`src/rtl/debug_unit_pkg.sv`:
```
// ---------------------------------------------------------------------------
// debug_unit_pkg
// Shared constants for the pipeline debug unit: the UART command bytes the
// host sends, the controller state encoding, and the byte geometry of a
// dumped word.
// ---------------------------------------------------------------------------
package debug_unit_pkg;

  localparam logic [7:0] CMD_RUN   = 8'h52;
  localparam logic [7:0] CMD_STEP  = 8'h53;
  localparam logic [7:0] CMD_CLEAR = 8'h43;
  localparam logic [7:0] CMD_DUMP  = 8'h44;
  localparam logic [7:0] CMD_PAUSE = 8'h50;

  localparam int BYTES_PER_WORD = 4;

  typedef enum logic [2:0] {
    IDLE       = 3'd0,
    RUN        = 3'd1,
    STEP       = 3'd2,
    CLEAR      = 3'd3,
    DUMP_FETCH = 3'd4,
    DUMP_SEND  = 3'd5
  } state_t;

endpackage

```
`src/rtl/word_serializer.sv`:
```
// ---------------------------------------------------------------------------
// word_serializer
// Takes one NB_WORD-bit word and hands it to the UART transmitter as
// NB_WORD/8 bytes, least significant byte first, over a valid/ready
// handshake. The current byte stays on o_tx_data while the transmitter
// stalls.
//
// Ports:
//   i_clock     clock, rising edge
//   i_reset     synchronous active-low reset
//   i_load      capture i_word and start sending it
//   i_word      word to be serialized
//   i_tx_ready  transmitter accepts the presented byte
//   o_tx_data   byte presented to the transmitter
//   o_tx_valid  o_tx_data is valid
//   o_done      the last byte of the word is being accepted this cycle
// ---------------------------------------------------------------------------
module word_serializer #(
  parameter int NB_WORD = 32
) (
  input  logic               i_clock,
  input  logic               i_reset,
  input  logic               i_load,
  input  logic [NB_WORD-1:0] i_word,
  input  logic               i_tx_ready,
  output logic [7:0]         o_tx_data,
  output logic               o_tx_valid,
  output logic               o_done
);

  localparam int N_BYTES = NB_WORD / 8;
  localparam int NB_CNT  = (N_BYTES > 1) ? $clog2(N_BYTES) : 1;
  localparam logic [NB_CNT-1:0] LAST_BYTE = NB_CNT'(N_BYTES - 1);

  logic [NB_WORD-1:0] r_shift;
  logic [NB_CNT-1:0]  r_byte_cnt;
  logic               r_busy;
  logic               w_accept;

  assign w_accept   = r_busy & i_tx_ready;
  assign o_done     = w_accept & (r_byte_cnt == LAST_BYTE);
  assign o_tx_data  = r_shift[7:0];
  assign o_tx_valid = r_busy;

  // The low byte of the shift register is always the byte on the wire.
  // An accepted byte shifts the next one down; once the last byte goes the
  // register has shifted to zero, so the idle data lines read 0x00.
  always_ff @(posedge i_clock) begin
    if (!i_reset) begin
      r_shift    <= '0;
      r_byte_cnt <= '0;
      r_busy     <= 1'b0;
    end else if (i_load) begin
      r_shift    <= i_word;
      r_byte_cnt <= '0;
      r_busy     <= 1'b1;
    end else if (w_accept) begin
      r_shift    <= r_shift >> 8;
      r_byte_cnt <= r_byte_cnt + 1'b1;
      if (r_byte_cnt == LAST_BYTE) begin
        r_busy <= 1'b0;
      end
    end
  end

endmodule

```
`src/rtl/debug_unit.sv`:
```
// ---------------------------------------------------------------------------
// debug_unit
// UART-driven debug controller for the pipeline. Single-byte host commands
// run, single-step, reset or dump the pipeline. A dump streams the cycle
// counter, the PC and N_DUMP_WORDS-2 debug words, each as four bytes LSB
// first.
//
// Ports:
//   i_clock       clock, rising edge
//   i_reset       synchronous active-low reset
//   i_rx_data     command byte from the UART receiver
//   i_rx_valid    i_rx_data valid strobe
//   o_tx_data     byte to the UART transmitter
//   o_tx_valid    o_tx_data valid, held until accepted
//   i_tx_ready    transmitter accepts the byte
//   o_pipe_valid  pipeline clock enable
//   o_pipe_reset  pipeline reset pulse, active high
//   i_pc          current pipeline PC
//   i_halt        pipeline has reached its halt instruction
//   o_dbg_sel     pipeline debug word select
//   i_dbg_data    selected debug word, valid one cycle after o_dbg_sel
// ---------------------------------------------------------------------------
module debug_unit
  import debug_unit_pkg::*;
#(
  parameter int NB_REG       = 32,
  parameter int N_DUMP_WORDS = 34,
  parameter int NB_SEL       = 8
) (
  input  logic              i_clock,
  input  logic              i_reset,
  input  logic [7:0]        i_rx_data,
  input  logic              i_rx_valid,
  output logic [7:0]        o_tx_data,
  output logic              o_tx_valid,
  input  logic              i_tx_ready,
  output logic              o_pipe_valid,
  output logic              o_pipe_reset,
  input  logic [NB_REG-1:0] i_pc,
  input  logic              i_halt,
  output logic [NB_SEL-1:0] o_dbg_sel,
  input  logic [NB_REG-1:0] i_dbg_data
);

  localparam int NB_IDX = (N_DUMP_WORDS > 1) ? $clog2(N_DUMP_WORDS) : 1;
  localparam logic [NB_IDX-1:0] LAST_IDX = NB_IDX'(N_DUMP_WORDS - 1);

  state_t             r_state;
  state_t             w_next_state;
  logic [NB_REG-1:0]  r_cycle_cnt;
  logic [NB_REG-1:0]  w_cycle_cnt_next;
  logic [NB_IDX-1:0]  r_word_idx;
  logic [NB_IDX-1:0]  w_word_idx_next;
  logic [NB_SEL-1:0]  r_dbg_sel;
  logic [NB_SEL-1:0]  w_dbg_sel_next;
  logic               w_pipe_valid;
  logic               w_pipe_reset;
  logic               w_load;
  logic               w_done;
  logic [NB_REG-1:0]  w_fetch_word;

  // Controller registers. The counter always loads its computed next value,
  // so it is a plain function of the current count and the pipeline enable.
  always_ff @(posedge i_clock) begin
    if (!i_reset) begin
      r_state     <= IDLE;
      r_cycle_cnt <= '0;
      r_word_idx  <= '0;
      r_dbg_sel   <= '0;
    end else begin
      r_state     <= w_next_state;
      r_cycle_cnt <= w_cycle_cnt_next;
      r_word_idx  <= w_word_idx_next;
      r_dbg_sel   <= w_dbg_sel_next;
    end
  end

  // Command decoding and state sequencing. Receive strobes matter only in
  // IDLE (any command) and RUN (pause); elsewhere they are dropped. While
  // word j is fetched the select moves to j-1, so by the fetch of word j+1
  // the debug word (j+1)-2 has been selected for a whole send phase.
  always_comb begin
    w_next_state    = r_state;
    w_pipe_valid    = 1'b0;
    w_pipe_reset    = 1'b0;
    w_load          = 1'b0;
    w_word_idx_next = r_word_idx;
    w_dbg_sel_next  = r_dbg_sel;
    case (r_state)
      IDLE: begin
        if (i_rx_valid) begin
          case (i_rx_data)
            CMD_RUN:   w_next_state = RUN;
            CMD_STEP:  w_next_state = STEP;
            CMD_CLEAR: w_next_state = CLEAR;
            CMD_DUMP: begin
              w_next_state    = DUMP_FETCH;
              w_word_idx_next = '0;
            end
            default:   w_next_state = IDLE;
          endcase
        end
      end
      RUN: begin
        w_pipe_valid = ~i_halt;
        if (i_halt) begin
          w_next_state = IDLE;
        end else if (i_rx_valid && (i_rx_data == CMD_PAUSE)) begin
          w_pipe_valid = 1'b0;
          w_next_state = IDLE;
        end
      end
      STEP: begin
        w_pipe_valid = ~i_halt;
        w_next_state = IDLE;
      end
      CLEAR: begin
        w_pipe_reset = 1'b1;
        w_next_state = IDLE;
      end
      DUMP_FETCH: begin
        w_load       = 1'b1;
        w_next_state = DUMP_SEND;
        if (r_word_idx != '0) begin
          w_dbg_sel_next = NB_SEL'(r_word_idx) - NB_SEL'(1);
        end
      end
      DUMP_SEND: begin
        if (w_done) begin
          if (r_word_idx == LAST_IDX) begin
            w_next_state = IDLE;
          end else begin
            w_word_idx_next = r_word_idx + 1'b1;
            w_next_state    = DUMP_FETCH;
          end
        end
      end
      default: w_next_state = IDLE;
    endcase
  end

  // Cycle counter: cleared by the clear command, otherwise counts every
  // cycle the pipeline is enabled and wraps naturally at its width.
  always_comb begin
    w_cycle_cnt_next = r_cycle_cnt + NB_REG'(w_pipe_valid);
    if (r_state == CLEAR) begin
      w_cycle_cnt_next = '0;
    end
  end

  // Source of the word being captured: counter, PC, then debug words.
  always_comb begin
    w_fetch_word = i_dbg_data;
    if (r_word_idx == '0) begin
      w_fetch_word = r_cycle_cnt;
    end else if (r_word_idx == NB_IDX'(1)) begin
      w_fetch_word = i_pc;
    end
  end

  // The pipeline controls are also masked by reset so the pipeline stops in
  // the very cycle reset is asserted, not one edge later.
  assign o_pipe_valid = w_pipe_valid & i_reset;
  assign o_pipe_reset = w_pipe_reset & i_reset;
  assign o_dbg_sel    = r_dbg_sel;

  word_serializer #(
    .NB_WORD (NB_REG)
  ) u_word_serializer (
    .i_clock    (i_clock),
    .i_reset    (i_reset),
    .i_load     (w_load),
    .i_word     (w_fetch_word),
    .i_tx_ready (i_tx_ready),
    .o_tx_data  (o_tx_data),
    .o_tx_valid (o_tx_valid),
    .o_done     (w_done)
  );

endmodule

```
`config.mk`:
```
export PLATFORM = sky130hd
export DESIGN_NAME = debug_unit
export DESIGN_NICKNAME = d
export VERILOG_FILES = /design/src/rtl/debug_unit_pkg.sv /design/src/rtl/word_serializer.sv /design/src/rtl/debug_unit.sv
export SDC_FILE = /design/constraint.sdc
export NUM_CORES = 1
export LEC_CHECK = 0
export ABC_AREA = 1
export BUFFER_PORTS_ARGS = -buffer_cell sky130_fd_sc_hd__buf_2
export CAP_MARGIN = 0
export CORE_ASPECT_RATIO = 0.7
export CORE_MARGIN = 4
export CORE_UTILIZATION = 45
export CTS_CLUSTER_DIAMETER = 50
export CTS_CLUSTER_SIZE = 40
export DETAILED_ROUTE_END_ITERATION = 12
export PLACE_DENSITY = 0.69
export SLEW_MARGIN = 10
export SYNTH_ARGS = -nofsm -noshare
export SYNTH_HDL_FRONTEND = slang
export SYNTH_SLANG_ARGS = --single-unit
```
`constraint.sdc`:
```
create_clock -name i_clock -period 5.9 [get_ports i_clock]
set_clock_uncertainty 0.2 [all_clocks]
set_input_delay 0.885 -clock i_clock [delete_from_list [all_inputs] [get_ports i_clock]]
set_output_delay 0.885 -clock i_clock [all_outputs]
set_load 0.005 [all_outputs]
```
==> reports/metrics.yaml <==
status: "completed"
wire_per_inst_um: 16.2
max_slew_margin_pct: 24.6
yosysTopAreaCell: "dfxtp_1"
yosysTopAreaCellShare_pct: 34.5
drtIter0Drc: 436
placed_cells: 905
cts_tree: "done"
clock-sinks: 83
ys_ff_latch: 83
start_util_pct: 46.4
synth_cells: 715
post_cts_buffers: 0
setup_tns_ps: 0
wl_mm: 14.9
fp.dieH_um: 94.6
hp-class: "flop to flop"
drive_gt1_share_pct: 18.3
drc: 0
io_buffers: 95
grt_use_total_pct: 24.3
cp_slowest_cell: "inv_1"
dr.pass1.iters: 7
cts_buffers: 9
chipWidth_um: 132
path_common_cell: "buf_2"
cpLargestDelayFamily: "buffers and inverters"
cellLeakagePower_uw: 0.00224
final_hold_viol_count: 0
synth.most_common_cell: "nand2_1"
cp_num_buf_inv: 3
root_buffer: "clkbuf_16"
grt_max_degree: 52
critical_path_class: "input pin to output port"
cp-start-kind: "input pin"
syn_area_per_cell_sq_um: 6.74
finalSetupViolCount: 0
finalWorstSetupSlack_ps: 2600
core_area_sq_um: 10400
ys_seq_area_share_pct: 34.5
grt_overflow_total: 0
layoutNonFillerInstCount: 921
clockBufferDepth: 2
utilization_pct: 53.2
viasPerCell: 5.49
layout.nets: 868
post-route-period-util_pct: 55.9
crit_chain: "buf_2 > inv_1 > a21oi_1 > buf_2"
antenna_found_initial: 0
cp.required_ps: 4820
fin_crit_ps: 3300
synth.distinct_cells: 35
synthTopCellsByArea: "dfxtp_1 34%, nand2_1 9.4%, a21oi_1 8.8%"
clock_latency_ps: 350
synthFlopType: "dfxtp_1"
grt_first_pass_wirelength_mm: 24.1
postCtsHoldBufs: 0
pwr_density_cell_nw_per_um2: 253
die_area_sq_um: 12500
grt_pass1_vias: 4589
path_clk_slew_ps: 60
slowest_delay_ps: 480
ctsResizeCount: 0
rows: 31
ys_warn_count: 0
dpl_worst_slack_ps: 2630
fmax_mhz: 303
slew_violations: 0
ios: 96
via_count: 5055
drv_cap: 0
rsz0062_at_grt: "false"
synth_edf_count: 0
cp_max_fo: 34
ys_top_cells_by_count: "121 x nand2_1, 104 x nor2_1, 85 x a21oi_1"
arrival_ps: 2210
fin_hold_ws_ps: 268
diodes: 0
htreeDepth: 3
max-vdd-ir-drop_mv: 0.144
mappedNetlistArea_sq_um: 4820
hpwl_mm: 10.9
synth_nets: 799
ys_async_sr_fraction_pct: 0
syn_to_final_growth_pct: 14.9
route.antenna.remaining_nets: 0
end_kind: "output port"
tightest_slew_ps: 1130
gp_congestion: 0.919
## cells in the final DEF, fill, tap and decap left out, types with 2 or more instances in the layout
cell and instances:
nand2_1 121, nor2_1 104, buf_2 95, a21oi_1 85, dfxtp_1 83, inv_1 71, o21ai_0 61, nand3_1 45
o21ai_1 17, o221ai_1 14, o221ai_2 10, nand4_1 9, clkbuf_16 9, nor3_1 8, ha_1 7, nor2_2 6
xor2_1 5, nor2_4 4, xnor2_1 3, inv_2 3, nand2_2 3, clkinv_4 3, nor4_1 2, or2_2 2
o21a_1 2, nand3b_1 2, or2_0 2, buf_4 2
## report_power, final
| part | internal [uW] | switching, uW |
|---|---|---|
| clock network | 331 | 245 |
| logic | 80.6 | 125 |
| registers | 596 | 24.8 |
| total | 1010 | 394 |
## kinds of logic (layout without fill, tap and decap cells)
| group | after synthesis | count (layout) | share of synthesized area (%) |
|---|---|---|---|
| and+or+nand+nor | 312 | 312 | 28.1 |
| AOI/OAI and AO/OA | 191 | 191 | 23.2 |
| buffers and inverters | 114 | 188 | 10.9 |
| DFF | 83 | 83 | 34.5 |
| xor gates and xnor gates | 8 | 8 | 1.45 |
| adders and majority gates | 7 | 7 | 1.82 |
## tightest hold or removal path, stage by stage, from the launching register on
cell and delay (ps):
dfxtp_1 310, nand2_1 60, a21oi_1 50
## worst paths after layout
path              slack [ps]  cells past startpoint       startpoint                             to
setup / recovery        2600                      4          i_reset                   o_pipe_valid
setup reg to reg        3060                      5       r_state[1]  u_word_serializer.r_shift[20]
hold reg to reg          270                      2  r_cycle_cnt[31]                r_cycle_cnt[31]
hold / removal           270                      2  r_cycle_cnt[31]                r_cycle_cnt[31]
## registers in the layout, indices dropped and copies added (netlist names)
name / cells
u_word_serializer.r_byte_cnt: 2
u_word_serializer.o_tx_valid: 1
o_dbg_sel: 7
r_state: 3
r_cycle_cnt: 32
u_word_serializer.r_shift: 32
r_word_idx: 6
## layer usage
layer / part of all wire (%) / wire length, um / up-vias / GRT usage, %
met5: 0 / 0 / - / 0
met1: 51 / 7540 / 2277 / 36.5
met3: 9.4 / 1410 / 6 / 6.55
li1: - / - / 2520 / -
met4: 0.67 / 100 / 0 / 4.55
met2: 39 / 5860 / 252 / 34.7
## per-stage QoR
stage | power (uW) | cell area [sq um]
global route | 1460 | 5530
global placement | 828 | 5230
detailed placement | 834 | 5230
floorplan | 772 | 4820
finish | 1400 | 5530
CTS | 1400 | 5530
## layout make-up
class	count	area [sq um]
clock inverter	7	77.6
multi-input combinational	518	2630
inverter	75	284
timing repair buffer	97	490
tap	132	165
clock buffer	9	225
sequential	83	1660
fill	1034	4860
Power figures use the tool's default switching activity.
